**src/rtl/spi_controller.sv**
```systemverilog
// spi_controller
//   SPI initiator for the shared on-chip SPI bus (SPI mode 0, MSB first). A single
//   transfer moves 1 to 4 bytes under a start/busy/done handshake. It runs entirely
//   on sys_clock_i, and every output comes straight from a flop.
//
// Parameters
//   CLK_DIV      SCK half-period in sys_clock_i cycles (4 or more)
//   NUM_CS       number of active-low chip selects (1 to 4)
//
// Ports
//   sys_clock_i  system clock, rising edge
//   rst_i        synchronous active-high reset
//   start_i      transfer request, sampled only while idle
//   cs_sel_i     target chip-select index; a start with cs_sel_i >= NUM_CS is ignored
//   len_i        transfer length in bytes minus one
//   tx_data_i    transmit word, right-aligned, captured at start
//   abort_i      (SPI_CONTROLLER_ABORT_EN only) cancel the active transfer
//   rx_data_o    receive word, right-aligned, upper bits zero; updates only at done
//   busy_o       high from the cycle after an accepted start to the end of the gap
//   done_o       one-cycle completion pulse
//   spi_clock_o  SCK, idles low
//   spi_cs_o     active-low chip selects
//   spi_pico_o   controller-out data
//   spi_poci_i   controller-in data
//
// Build option
//   SPI_CONTROLLER_ABORT_EN  adds abort_i. Asserting it during LEAD, LOW, HIGH or TRAIL
//                            drops CS, SCK and PICO on the next edge and moves the FSM
//                            to GAP. There is no done pulse and rx_data_o is kept.

module spi_controller #(
    parameter int unsigned CLK_DIV = 4,
    parameter int unsigned NUM_CS  = 3
) (
    input  logic              sys_clock_i,
    input  logic              rst_i,
    input  logic              start_i,
    input  logic [1:0]        cs_sel_i,
    input  logic [1:0]        len_i,
    input  logic [31:0]       tx_data_i,
`ifdef SPI_CONTROLLER_ABORT_EN
    input  logic              abort_i,
`endif
    output logic [31:0]       rx_data_o,
    output logic              busy_o,
    output logic              done_o,
    output logic              spi_clock_o,
    output logic [NUM_CS-1:0] spi_cs_o,
    output logic              spi_pico_o,
    input  logic              spi_poci_i
);

    typedef enum logic [2:0] {
        StIdle,
        StLead,
        StLow,
        StHigh,
        StTrail,
        StGap
    } state_e;

    localparam int unsigned    CntW   = (CLK_DIV > 1) ? $clog2(CLK_DIV) : 1;
    localparam logic [CntW-1:0] CntMax = CntW'(CLK_DIV - 1);

    // Sequencing state
    state_e            state_q, state_d;
    logic [CntW-1:0]   cnt_q, cnt_d;
    logic [4:0]        bit_q, bit_d;      // index of the tx bit currently on PICO
    logic [1:0]        len_q, len_d;
    logic [1:0]        cs_sel_q, cs_sel_d;
    logic [31:0]       tx_q, tx_d;
    logic [31:0]       rx_sr_q, rx_sr_d;

    // Registered outputs
    logic [31:0]       rx_data_q, rx_data_d;
    logic              busy_q, busy_d;
    logic              done_q, done_d;
    logic              sck_q, sck_d;
    logic [NUM_CS-1:0] cs_q, cs_d;
    logic              pico_q, pico_d;

    logic              cnt_end;
    logic              accept;
    logic              active_d;

    // Keeps the len_q+1 received bytes of the shift register.
    function automatic logic [31:0] len_mask(input logic [1:0] len);
        logic [31:0] m;
        unique case (len)
            2'd0:    m = 32'h0000_00FF;
            2'd1:    m = 32'h0000_FFFF;
            2'd2:    m = 32'h00FF_FFFF;
            default: m = 32'hFFFF_FFFF;
        endcase
        return m;
    endfunction

    always_comb begin
        state_d   = state_q;
        cnt_d     = cnt_q;
        bit_d     = bit_q;
        len_d     = len_q;
        cs_sel_d  = cs_sel_q;
        tx_d      = tx_q;
        rx_sr_d   = rx_sr_q;
        rx_data_d = rx_data_q;
        done_d    = 1'b0;

        cnt_end = (cnt_q == CntMax);
        accept  = start_i && (32'(cs_sel_i) < NUM_CS);

        unique case (state_q)
            StIdle: begin
                if (accept) begin
                    state_d  = StLead;
                    cnt_d    = '0;
                    tx_d     = tx_data_i;
                    len_d    = len_i;
                    cs_sel_d = cs_sel_i;
                    // Index of the first bit is N-1 = 8*len_i + 7.
                    bit_d    = {len_i, 3'b111};
                    rx_sr_d  = '0;
                end
            end
            StLead: begin
                cnt_d = cnt_q + CntW'(1);
                if (cnt_end) begin
                    state_d = StLow;
                    cnt_d   = '0;
                end
            end
            StLow: begin
                cnt_d = cnt_q + CntW'(1);
                if (cnt_end) begin
                    state_d = StHigh;
                    cnt_d   = '0;
                end
            end
            StHigh: begin
                cnt_d = cnt_q + CntW'(1);
                if (cnt_end) begin
                    // The sample point sits as late as possible in the high phase, so a
                    // responder with a synchroniser can still present the bit in time.
                    rx_sr_d = {rx_sr_q[30:0], spi_poci_i};
                    cnt_d   = '0;
                    if (bit_q == 5'd0) begin
                        state_d = StTrail;
                    end else begin
                        state_d = StLow;
                        bit_d   = bit_q - 5'd1;
                    end
                end
            end
            StTrail: begin
                cnt_d = cnt_q + CntW'(1);
                if (cnt_end) begin
                    state_d   = StGap;
                    cnt_d     = '0;
                    done_d    = 1'b1;
                    rx_data_d = rx_sr_q & len_mask(len_q);
                end
            end
            StGap: begin
                cnt_d = cnt_q + CntW'(1);
                if (cnt_end) begin
                    state_d = StIdle;
                    cnt_d   = '0;
                end
            end
            default: begin
                state_d = StIdle;
                cnt_d   = '0;
            end
        endcase

`ifdef SPI_CONTROLLER_ABORT_EN
        if (abort_i && (state_q inside {StLead, StLow, StHigh, StTrail})) begin
            state_d   = StGap;
            cnt_d     = '0;
            done_d    = 1'b0;
            rx_data_d = rx_data_q;
        end
`endif

        // Outputs are decoded from the next state, so the flops present the new phase
        // in the same cycle the FSM enters it.
        active_d = state_d inside {StLead, StLow, StHigh, StTrail};
        sck_d    = (state_d == StHigh);
        busy_d   = (state_d != StIdle);
        pico_d   = active_d ? tx_d[bit_d] : 1'b0;
        for (int i = 0; i < NUM_CS; i++) begin
            cs_d[i] = !(active_d && (cs_sel_d == 2'(i)));
        end
    end

    always_ff @(posedge sys_clock_i) begin
        if (rst_i) begin
            state_q   <= StIdle;
            cnt_q     <= '0;
            bit_q     <= '0;
            len_q     <= '0;
            cs_sel_q  <= '0;
            tx_q      <= '0;
            rx_sr_q   <= '0;
            rx_data_q <= '0;
            busy_q    <= 1'b0;
            done_q    <= 1'b0;
            sck_q     <= 1'b0;
            cs_q      <= '1;
            pico_q    <= 1'b0;
        end else begin
            state_q   <= state_d;
            cnt_q     <= cnt_d;
            bit_q     <= bit_d;
            len_q     <= len_d;
            cs_sel_q  <= cs_sel_d;
            tx_q      <= tx_d;
            rx_sr_q   <= rx_sr_d;
            rx_data_q <= rx_data_d;
            busy_q    <= busy_d;
            done_q    <= done_d;
            sck_q     <= sck_d;
            cs_q      <= cs_d;
            pico_q    <= pico_d;
        end
    end

    assign rx_data_o   = rx_data_q;
    assign busy_o      = busy_q;
    assign done_o      = done_q;
    assign spi_clock_o = sck_q;
    assign spi_cs_o    = cs_q;
    assign spi_pico_o  = pico_q;

endmodule

```
**config.mk**
```make
export PLATFORM = sky130hd
export DESIGN_NAME = spi_controller
export DESIGN_NICKNAME = d
export VERILOG_FILES = /design/src/rtl/spi_controller.sv
export SDC_FILE = /design/constraint.sdc
export NUM_CORES = 1
export LEC_CHECK = 0
export ABC_AREA = 0
export CELL_PAD_IN_SITES_DETAIL_PLACEMENT = 0
export CELL_PAD_IN_SITES_GLOBAL_PLACEMENT = 1
export CORE_AREA = 2 2 119 121
export DETAILED_ROUTE_END_ITERATION = 10
export DIE_AREA = 0 0 121 123
export MAX_ROUTING_LAYER = met4
export PLACE_DENSITY_LB_ADDON = 0.1
export SYNTH_ARGS = -nofsm -noshare
export SYNTH_HDL_FRONTEND = slang
export SYNTH_SLANG_ARGS = --single-unit
```
**constraint.sdc**
```tcl
create_clock -name sys_clock_i -period 2.7 [get_ports sys_clock_i]
set_input_delay 0.54 -clock sys_clock_i [delete_from_list [all_inputs] [get_ports sys_clock_i]]
set_output_delay 0.54 -clock sys_clock_i [all_outputs]
set_load 0.05 [all_outputs]
```
# [Word-level counts from Yosys, hierarchy flattened]
# Index checks and enable logic that the tools add are counted.
[word_totals] register_bits=117 in_bits=40 out_inout_bits=39 elab_cells=84
[classes] add_sub_neg=2 n_lt_le_gt_ge=2 n_eq_ne=16 muxes=28 bitwise=3 reduce_logical=20
[ops] op="32-bit 2-to-1 mux" n=6
[ops] op="32-bit case mux with 3 select lines" n=1
[ops] op="32-bit case mux with 2 select lines" n=1
[ops] op="32-bit bitwise AND" n=1
[ops] op="3-bit 2-to-1 mux" n=7
[ops] op="3-bit case mux with 6 select lines" n=1
[ops] op="5-bit 2-to-1 mux" n=3
[ops] op="3-bit by 2-bit == test with 1-bit output, second input constant" n=4
[ops] op="5-bit case mux with 2 select lines" n=1
[ops] op="3-bit == test, second input constant" n=3
[ops] op="2-bit 2-to-1 mux" n=4
[ops] op="2-bit == test, second input constant" n=3
[ops] op="3-bit by 1-bit == test with 1-bit output, second input constant" n=2
[ops] op="5-bit by 6-bit < comparator with 1-bit output, second input constant" n=1
[ops] op="1-bit binary-select mux with 5-bit select" n=1
[ops] op="5-bit logical NOT" n=1
[ops] op="5-bit OR reduction" n=1
[ops] op="5-bit by 1-bit subtractor with 5-bit output, second input constant" n=1
[ops] op="2-bit by 1-bit == test with 1-bit output, second input constant" n=2
[ops] op="1-bit logical AND" n=4
[ops] op="2-bit logical NOT" n=2
[ops] op="2-bit inequality test, second input constant" n=2
[ops] op="2-bit case mux with 2 select lines" n=1
[ops] op="2-bit AND reduction" n=2
[ops] op="11 further kinds" n=16

# [Logic depth before layout (Yosys ltp)]
# Gate-level depths: netlist of the first run.
[depth] word_depth=8 depth_mapped=10 ltp_nobuf=9

# [Worst setup path after synthesis of the first run]
# No wires, ideal clock.
[synth_path] path_type="reg2reg" startpoint="reg bit_q[0]" endpoint="reg pico_q, in the netlist spi_pico_o" setup_time_ns=0.073 arrival_time_ns=2.459 required_time_ns=2.627 setup_slack_ns=0.168 stages_incl_launch_ff=11 n_path_buf=1 synth_period_minus_slack_ns=2.532 path_cell_list="dfxtp_1 > inv_1 > ha_1 > or4b_4 > nand3_2 > and2_4 > buf_12 > o32ai_1 > o41a_1 > o32a_1 > o211ai_2"
[synth_via] elab_chain_len=8 word_cells_on_any_way=18 cone_classes="1 x add/sub; 4 x eq/ne; 9 x mux; 1 x bitwise; 3 x reduce/logical"
[synth_lines] item="start: declaration" line="68" rtl="logic [4:0] bit_q, bit_d;"
[synth_lines] item="start signal: assignment" line="214" rtl="bit_q <= bit_d;"
[synth_lines] item="branches (longest 8 deep; another with 5-bit by 1-bit subtractor with 5-bit output)"
[synth_lines] item="end signal: assignment" line="224" rtl="pico_q <= pico_d;"
[synth_lines] item="end: declaration" line="80" rtl="logic pico_q, pico_d;"
# Several ways; the timed one is not identified. The select of a mux whose other input is x is not followed.
# A chain may end at the register's enable or synchronous reset.

# [Worst setup path after layout of the first run]
[layout_path] startpoint="reg bit_q[1]" endpoint="reg pico_q, in the netlist spi_pico_o"
# Same word-level chain as after synthesis.

==> results of run 1 <==
==> report_power, final <==
part / switching (mW) / total (mW) / internal, mW
logic: 0.260 / 0.451 / 0.190
clock network: 0.794 / 2.17 / 1.38
registers: 0.0327 / 1.81 / 1.78
total: 1.09 / 4.43 / 3.34
==> worst register-to-register path: cells and delay by family, from the launching register on <==
family / cells / cell delay [ps]
adders and majority gates: 1 / 190
buffers and inverters: 1 / 100
AOI/OAI and AO/OA: 4 / 1030
DFF: 1 / 340
and+or+nand+nor: 3 / 860
==> cell families after synthesis <==
| logic type | count (synthesis) | share of synthesized area [%] |
|---|---|---|
| multiplexers | 6 | 1.63 |
| buffers and inverters | 43 | 3.96 |
| flip-flops | 117 | 50.1 |
| AO/OA/AOI/OAI | 161 | 21.9 |
| XOR/XNOR | 2 | 0.375 |
| AND/OR/NAND/NOR | 221 | 21.5 |
| adder cells (fa/ha/maj) | 2 | 0.535 |
==> stage by stage <==
stage | setup WS [ps] | setup TNS, ps | utilization, %
floorplan | 168 | 0 | -
global placement | -80.3 | -80.3 | 42.0
detailed placement | -79.3 | -79.3 | 42.0
CTS | 73.1 | 0 | 46.3
global route | 13.5 | 0 | 46.4
finish | 121 | 0 | 46.4
==> layout by cell type (no fill, tap or decap), drive strengths merged, types with 3 or more instances in the layout <==
master,synthesis,routed
inv,4,5
nor4,4,4
o31ai,3,3
mux2i,5,5
o211ai,5,5
o21ai,8,8
or3,3,3
and3,5,5
nand2b,3,3
nor2,18,18
clkinvlp,0,5
nor3,6,6
o311a,3,3
buf,4,27
dfxtp,117,117
clkbuf,35,20
nand3,36,36
a22o,24,24
clkdlybuf4s50,0,77
clkinv,0,4
o21a,3,3
a21oi,91,91
nand2,131,131
==> final timing paths <==
check / startpoint / to / slack [ps] / cells past startpoint
max reg2reg: bit_q[1] / spi_pico_o / 120 / 9
min: tx_q[7] / tx_q[7] / 450 / 2
min reg2reg: tx_q[7] / tx_q[7] / 450 / 2
max: bit_q[1] / spi_pico_o / 120 / 9
==> per-layer routing <==
layer,GRT usage [%],vias to the layer above,routed length (µm)
li1,-,2127,-
met1,21.4,1937,5470
met2,28.1,105,5860
met3,3.92,24,593
met4,9.38,0,329
met5,-,-,0
==> layout make-up <==
class	count	area (µm²)	area share, %
Clock buffer	20	447	7.07
Multi-Input combinational cell	392	2170	34.4
Inverter	4	15.0	0.238
Sequential cell	117	2340	37.1
Clock inverter	12	130	2.06
Tap cell	180	225	3.57
Timing Repair Buffer	104	983	15.6
==> state kept, by name, indices dropped and copies added (netlist names) <==
signal and cells:
cs_sel_q 2, len_q 2, bit_q 5, spi_pico_o 1, busy_o 1, rx_data_o 32
spi_clock_o 1, done_o 1, rx_sr_q 32, spi_cs_o 3, cnt_q 2, state_q 3
tx_q 32
==> timing repair <==
item	in CTS	in global routing
setup endpoints to repair	1	1
resized for setup	1	5
gates cloned	0	0
==> impl_metrics.json, run 1 <==
{
  "num-fill-cells": 1332,
  "worst_setup_path_start_kind": "register",
  "number_of_antenna_violations_at_the_first_check_in_global_routing": 0,
  "std_cell_rows": 43,
  "antenna_cells_inserted": 0,
  "cts.clk_slew.worst_paths_ps": 60,
  "worstPathRequired_ps": 3040,
  "post-route-drc-count": 0,
  "synth_async_sr_flop_share_pct": 0,
  "layout-drive-gt1-share_pct": 11.1,
  "grt_start_max_net_pins": 48,
  "path_cells": "inv_2, ha_2, or4b_4, nand3_2, and2_4, o32ai_1, o41a_1, o32a_1, o211ai_2",
  "outcome": "complete, no violations",
  "critPathKind": "reg -> reg",
  "timing.final.max_slew_violations": 0,
  "fin_nets": 678,
  "synth-seq-cells": 117,
  "post_cts_setup_buffers": 0,
  "mappedNetlistArea_mm2": 0.00468,
  "post-layout-total-power_mw": 4.43,
  "grt_first_pass_wirelength_um": 20000,
  "coreArea_mm2": 0.0136,
  "worst-slew-pin-transition_ps": 507,
  "die_width_um": 121,
  "rsz0062_at_grt": "false",
  "placed_standard_cell_area_mm2": 0.00572,
  "netlist.area_leader.share_pct": 50.1,
  "end_kind": "register",
  "wirelength_um": 12300,
  "yosys_most_used_dff": "sky130_fd_sc_hd__dfxtp_1",
  "cellPowerDensity_mw_per_mm2": 701,
  "port_buffers": 78,
  "finalCritPeriodShare_pct": 95.5,
  "post_synth.cell_area_avg_um2": 8.47,
  "irDropWorstVdd_mv": 0.363,
  "slew-limit-headroom_pct": 65.9,
  "clock_skew_ps": 8.29,
  "synth_fp_nets": 594,
  "synth.lib_cells_used.distinct": 62,
  "final_global_route_overflow_total": 0,
  "vias_per_cell": 5.06,
  "leakagePower_nw": 2.27,
  "netlist_top_cells_area": "sky130_fd_sc_hd__dfxtp_1 50%, sky130_fd_sc_hd__nand2_1 11%, sky130_fd_sc_hd__a21oi_1 9.7%",
  "placedCellCount": 797,
  "yosysMostFrequentCell": "sky130_fd_sc_hd__nand2_1",
  "final_worst_path_period_need_ps": 2580,
  "synthDominantAreaCellType": "sky130_fd_sc_hd__dfxtp_1",
  "synth_top_cells_by_count": "131 x sky130_fd_sc_hd__nand2_1, 117 x sky130_fd_sc_hd__dfxtp_1, 91 x sky130_fd_sc_hd__a21oi_1, 35 x sky130_fd_sc_hd__clkbuf_1, 35 x sky130_fd_sc_hd__nand3_1",
  "flow.area_growth_from_synthesis_pct": 35.1,
  "maxCapViolCount": 0,
  "tritoncts_num_sinks": 117,
  "floorplan.die.height_um": 123,
  "cts_made_buffers": 17,
  "cp.arrival_ps": 2920,
  "fmax_mhz": 388,
  "finalNonFillerCells": 829,
  "insertion_delay_ps": 420,
  "worst_path_max_delay_cell": "sky130_fd_sc_hd__or4b_4",
  "clockBufferDepth": 2,
  "critPathMaxStageDelay_ps": 510,
  "path_delay_family": "compound AO/OA/AOI/OAI gates",
  "worstHoldPathType": "reg -> reg",
  "io-pin-count": 79,
  "final_cell_area_mm2": 0.00632,
  "critical_path.n_buffers_inverters": 1,
  "drtIter0Drc": 263,
  "dp.final_hpwl_um": 8450,
  "detail_route.first_pass.iterations": 5,
  "first_global_vias": 4007,
  "number_of_flops_mapped_to_enable_cells_by_yosys": 0,
  "cts_max_level": 4,
  "critPathMaxFanout": 6,
  "synth.yosys.seq_area_share_pct": 50.1,
  "initial_core_util_pct": 34.4,
  "cts_tree": "yes",
  "yosysWarningCount": 0,
  "final_hold_violation_count": 0,
  "die_area_mm2": 0.0149,
  "drtAntennaViolNets": 0,
  "average_wire_length_per_cell_after_detail_routing_um": 14.8,
  "grtUsageTotal_pct": 17.8,
  "gp_congestion": 0.852,
  "cts-root-buf": "sky130_fd_sc_hd__clkbuf_16",
  "finalSetupViolCount": 0,
  "hold_buffers": 0,
  "dr_total_vias": 4193,
  "syn-instance-count": 552,
  "minimum_hold_slack_ps": 450
}
(Power assumes the default switching activity.)
==> run 2: changes to the inputs <==
Settings changed: PLACE_DENSITY_LB_ADDON 0.1 to 0.25.
==> run 2 against run 1 <==
Against the previous run: clock power decreased by 2%; cell count decreased by 0.24%; via count increased by 1.1%; design area about the same; total power decreased by 0.81%; first-iteration DRC count increased by 39%; die area unchanged; highest routed layer unchanged.
==> impl_metrics.json, run 2 (same netlist as run 1, synthesis figures left out) <==
{
  "worstHoldPathType": "reg -> reg",
  "detail_route.first_pass.iterations": 5,
  "placedCellCount": 797,
  "cts.clk_slew.worst_paths_ps": 50,
  "maxCapViolCount": 0,
  "worstPathRequired_ps": 3050,
  "path_cells": "inv_1, ha_1, or4b_4, nand3_2, and2_4, o32ai_1, o41a_1, o32a_1, o211ai_2",
  "end_kind": "register",
  "worst-slew-pin-transition_ps": 731,
  "final_hold_violation_count": 0,
  "clockBufferDepth": 2,
  "die_area_mm2": 0.0149,
  "drtIter0Drc": 366,
  "first_global_vias": 3892,
  "die_width_um": 121,
  "gp_congestion": 0.927,
  "fin_tns_setup_ps": 0,
  "flow.area_growth_from_synthesis_pct": 35.2,
  "cp.arrival_ps": 2920,
  "fin_nets": 679,
  "critical_path.n_buffers_inverters": 1,
  "dr_total_vias": 4241,
  "critPathMaxFanout": 6,
  "vias_per_cell": 5.13,
  "cellPowerDensity_mw_per_mm2": 695,
  "number_of_antenna_violations_at_the_first_check_in_global_routing": 0,
  "outcome": "complete, no violations",
  "finalSetupViolCount": 0,
  "final_global_route_overflow_total": 0,
  "slew-limit-headroom_pct": 51.2,
  "tritoncts_num_sinks": 117,
  "critPathMaxStageDelay_ps": 520,
  "post-route-drc-count": 0,
  "grt_first_pass_wirelength_um": 19600,
  "antenna_cells_inserted": 0,
  "initial_core_util_pct": 34.4,
  "wirelength_um": 12200,
  "final_cell_mix": "130 x sky130_fd_sc_hd__nand2_1, 117 x sky130_fd_sc_hd__dfxtp_1, 91 x sky130_fd_sc_hd__a21oi_1, 77 x sky130_fd_sc_hd__clkdlybuf4s50_1, 35 x sky130_fd_sc_hd__nand3_1",
  "cts-root-buf": "sky130_fd_sc_hd__clkbuf_16",
  "coreArea_mm2": 0.0136,
  "clock_skew_ps": 15.7,
  "num-fill-cells": 1336,
  "layout-drive-gt1-share_pct": 10.7,
  "worst_setup_path_start_kind": "register",
  "port_buffers": 78,
  "dp.final_hpwl_um": 8500,
  "insertion_delay_ps": 410,
  "cts_made_buffers": 17,
  "floorplan.die.height_um": 123,
  "finalNonFillerCells": 827,
  "layout_commonest_cell": "sky130_fd_sc_hd__nand2_1",
  "critPathKind": "reg -> reg",
  "cts_max_level": 4,
  "hold_buffers": 0,
  "cts_tree": "yes",
  "std_cell_rows": 43,
  "leakagePower_nw": 2.28,
  "rsz0062_at_grt": "false",
  "irDropWorstVdd_mv": 0.571,
  "fmax_mhz": 388,
  "worst_path_max_delay_cell": "sky130_fd_sc_hd__or4b_4",
  "grt_start_max_net_pins": 69,
  "timing.final.max_slew_violations": 0,
  "path_delay_family": "compound AO/OA/AOI/OAI gates",
  "finalCritPeriodShare_pct": 95.4,
  "average_wire_length_per_cell_after_detail_routing_um": 14.8,
  "grtUsageTotal_pct": 17.5,
  "final_worst_path_period_need_ps": 2570,
  "drtAntennaViolNets": 0,
  "io-pin-count": 79
}
==> run 2: worst reg2reg max path: cells and delay by family (launching register included) <==
| family | cells | cell delay (ps) |
|---|---|---|
| adder cells (fa/ha/maj) | 1 | 220 |
| AO/OA/AOI/OAI | 4 | 1000 |
| AND/OR/NAND/NOR | 3 | 840 |
| buffers and inverters | 1 | 120 |
| flip-flops | 1 | 340 |
==> run 2: power breakdown <==
group	internal, mW	total, mW	leakage (nW)	switching (mW)
Sequential	1.78	1.81	0.949	0.0373
Clock	1.38	2.13	0.270	0.745
Combinational	0.197	0.452	1.06	0.255
Total	3.36	4.39	2.28	1.04
==> run 2: path summary, 6_finish.rpt <==
check / end / cells past startpoint / slack (ps) / startpoint
setup / recovery: spi_pico_o / 9 / 130 / bit_q[1]
hold / removal: rx_data_o[0] / 2 / 450 / rx_data_o[0]
setup reg to reg: spi_pico_o / 9 / 130 / bit_q[1]
hold reg to reg: rx_data_o[0] / 2 / 450 / rx_data_o[0]
==> run 2: repair_timing <==
action                                  in CTS  in global routing
resized for setup                            0                  3
buffers inserted                             0                  1
endpoints found under the setup margin       0                  1
==> run 2: final cells by class <==
cell class,count,area [µm²],share of cell area (%)
sequential,117,2340,37.1
multi-input combinational,392,2170,34.3
timing repair buffer,105,1000,15.9
clock buffer,20,457,7.23
tap,180,225,3.56
clock inverter,9,106,1.68
inverter,4,15.0,0.238
==> run 2: stage by stage <==
stage	util, %	setup slack [ps]	total power [mW]	hold WS (ps)	area [µm²]
global placement	42.1	101	2.29	440	5740
detailed placement	42.1	32.5	2.29	446	5740
finish	46.4	125	4.39	450	6320
global route	46.4	26.1	4.58	471	6320
floorplan	-	168	2.11	432	4680
CTS	46.3	39.5	4.44	453	6300
==> run 2: per-layer routing <==
layer	up-vias	routed length, µm	GRT usage (%)
met5	-	0	-
met4	0	139	6.98
met3	11	620	4.57
met2	124	5970	27.8
met1	1980	5520	21.4
li1	2126	-	-
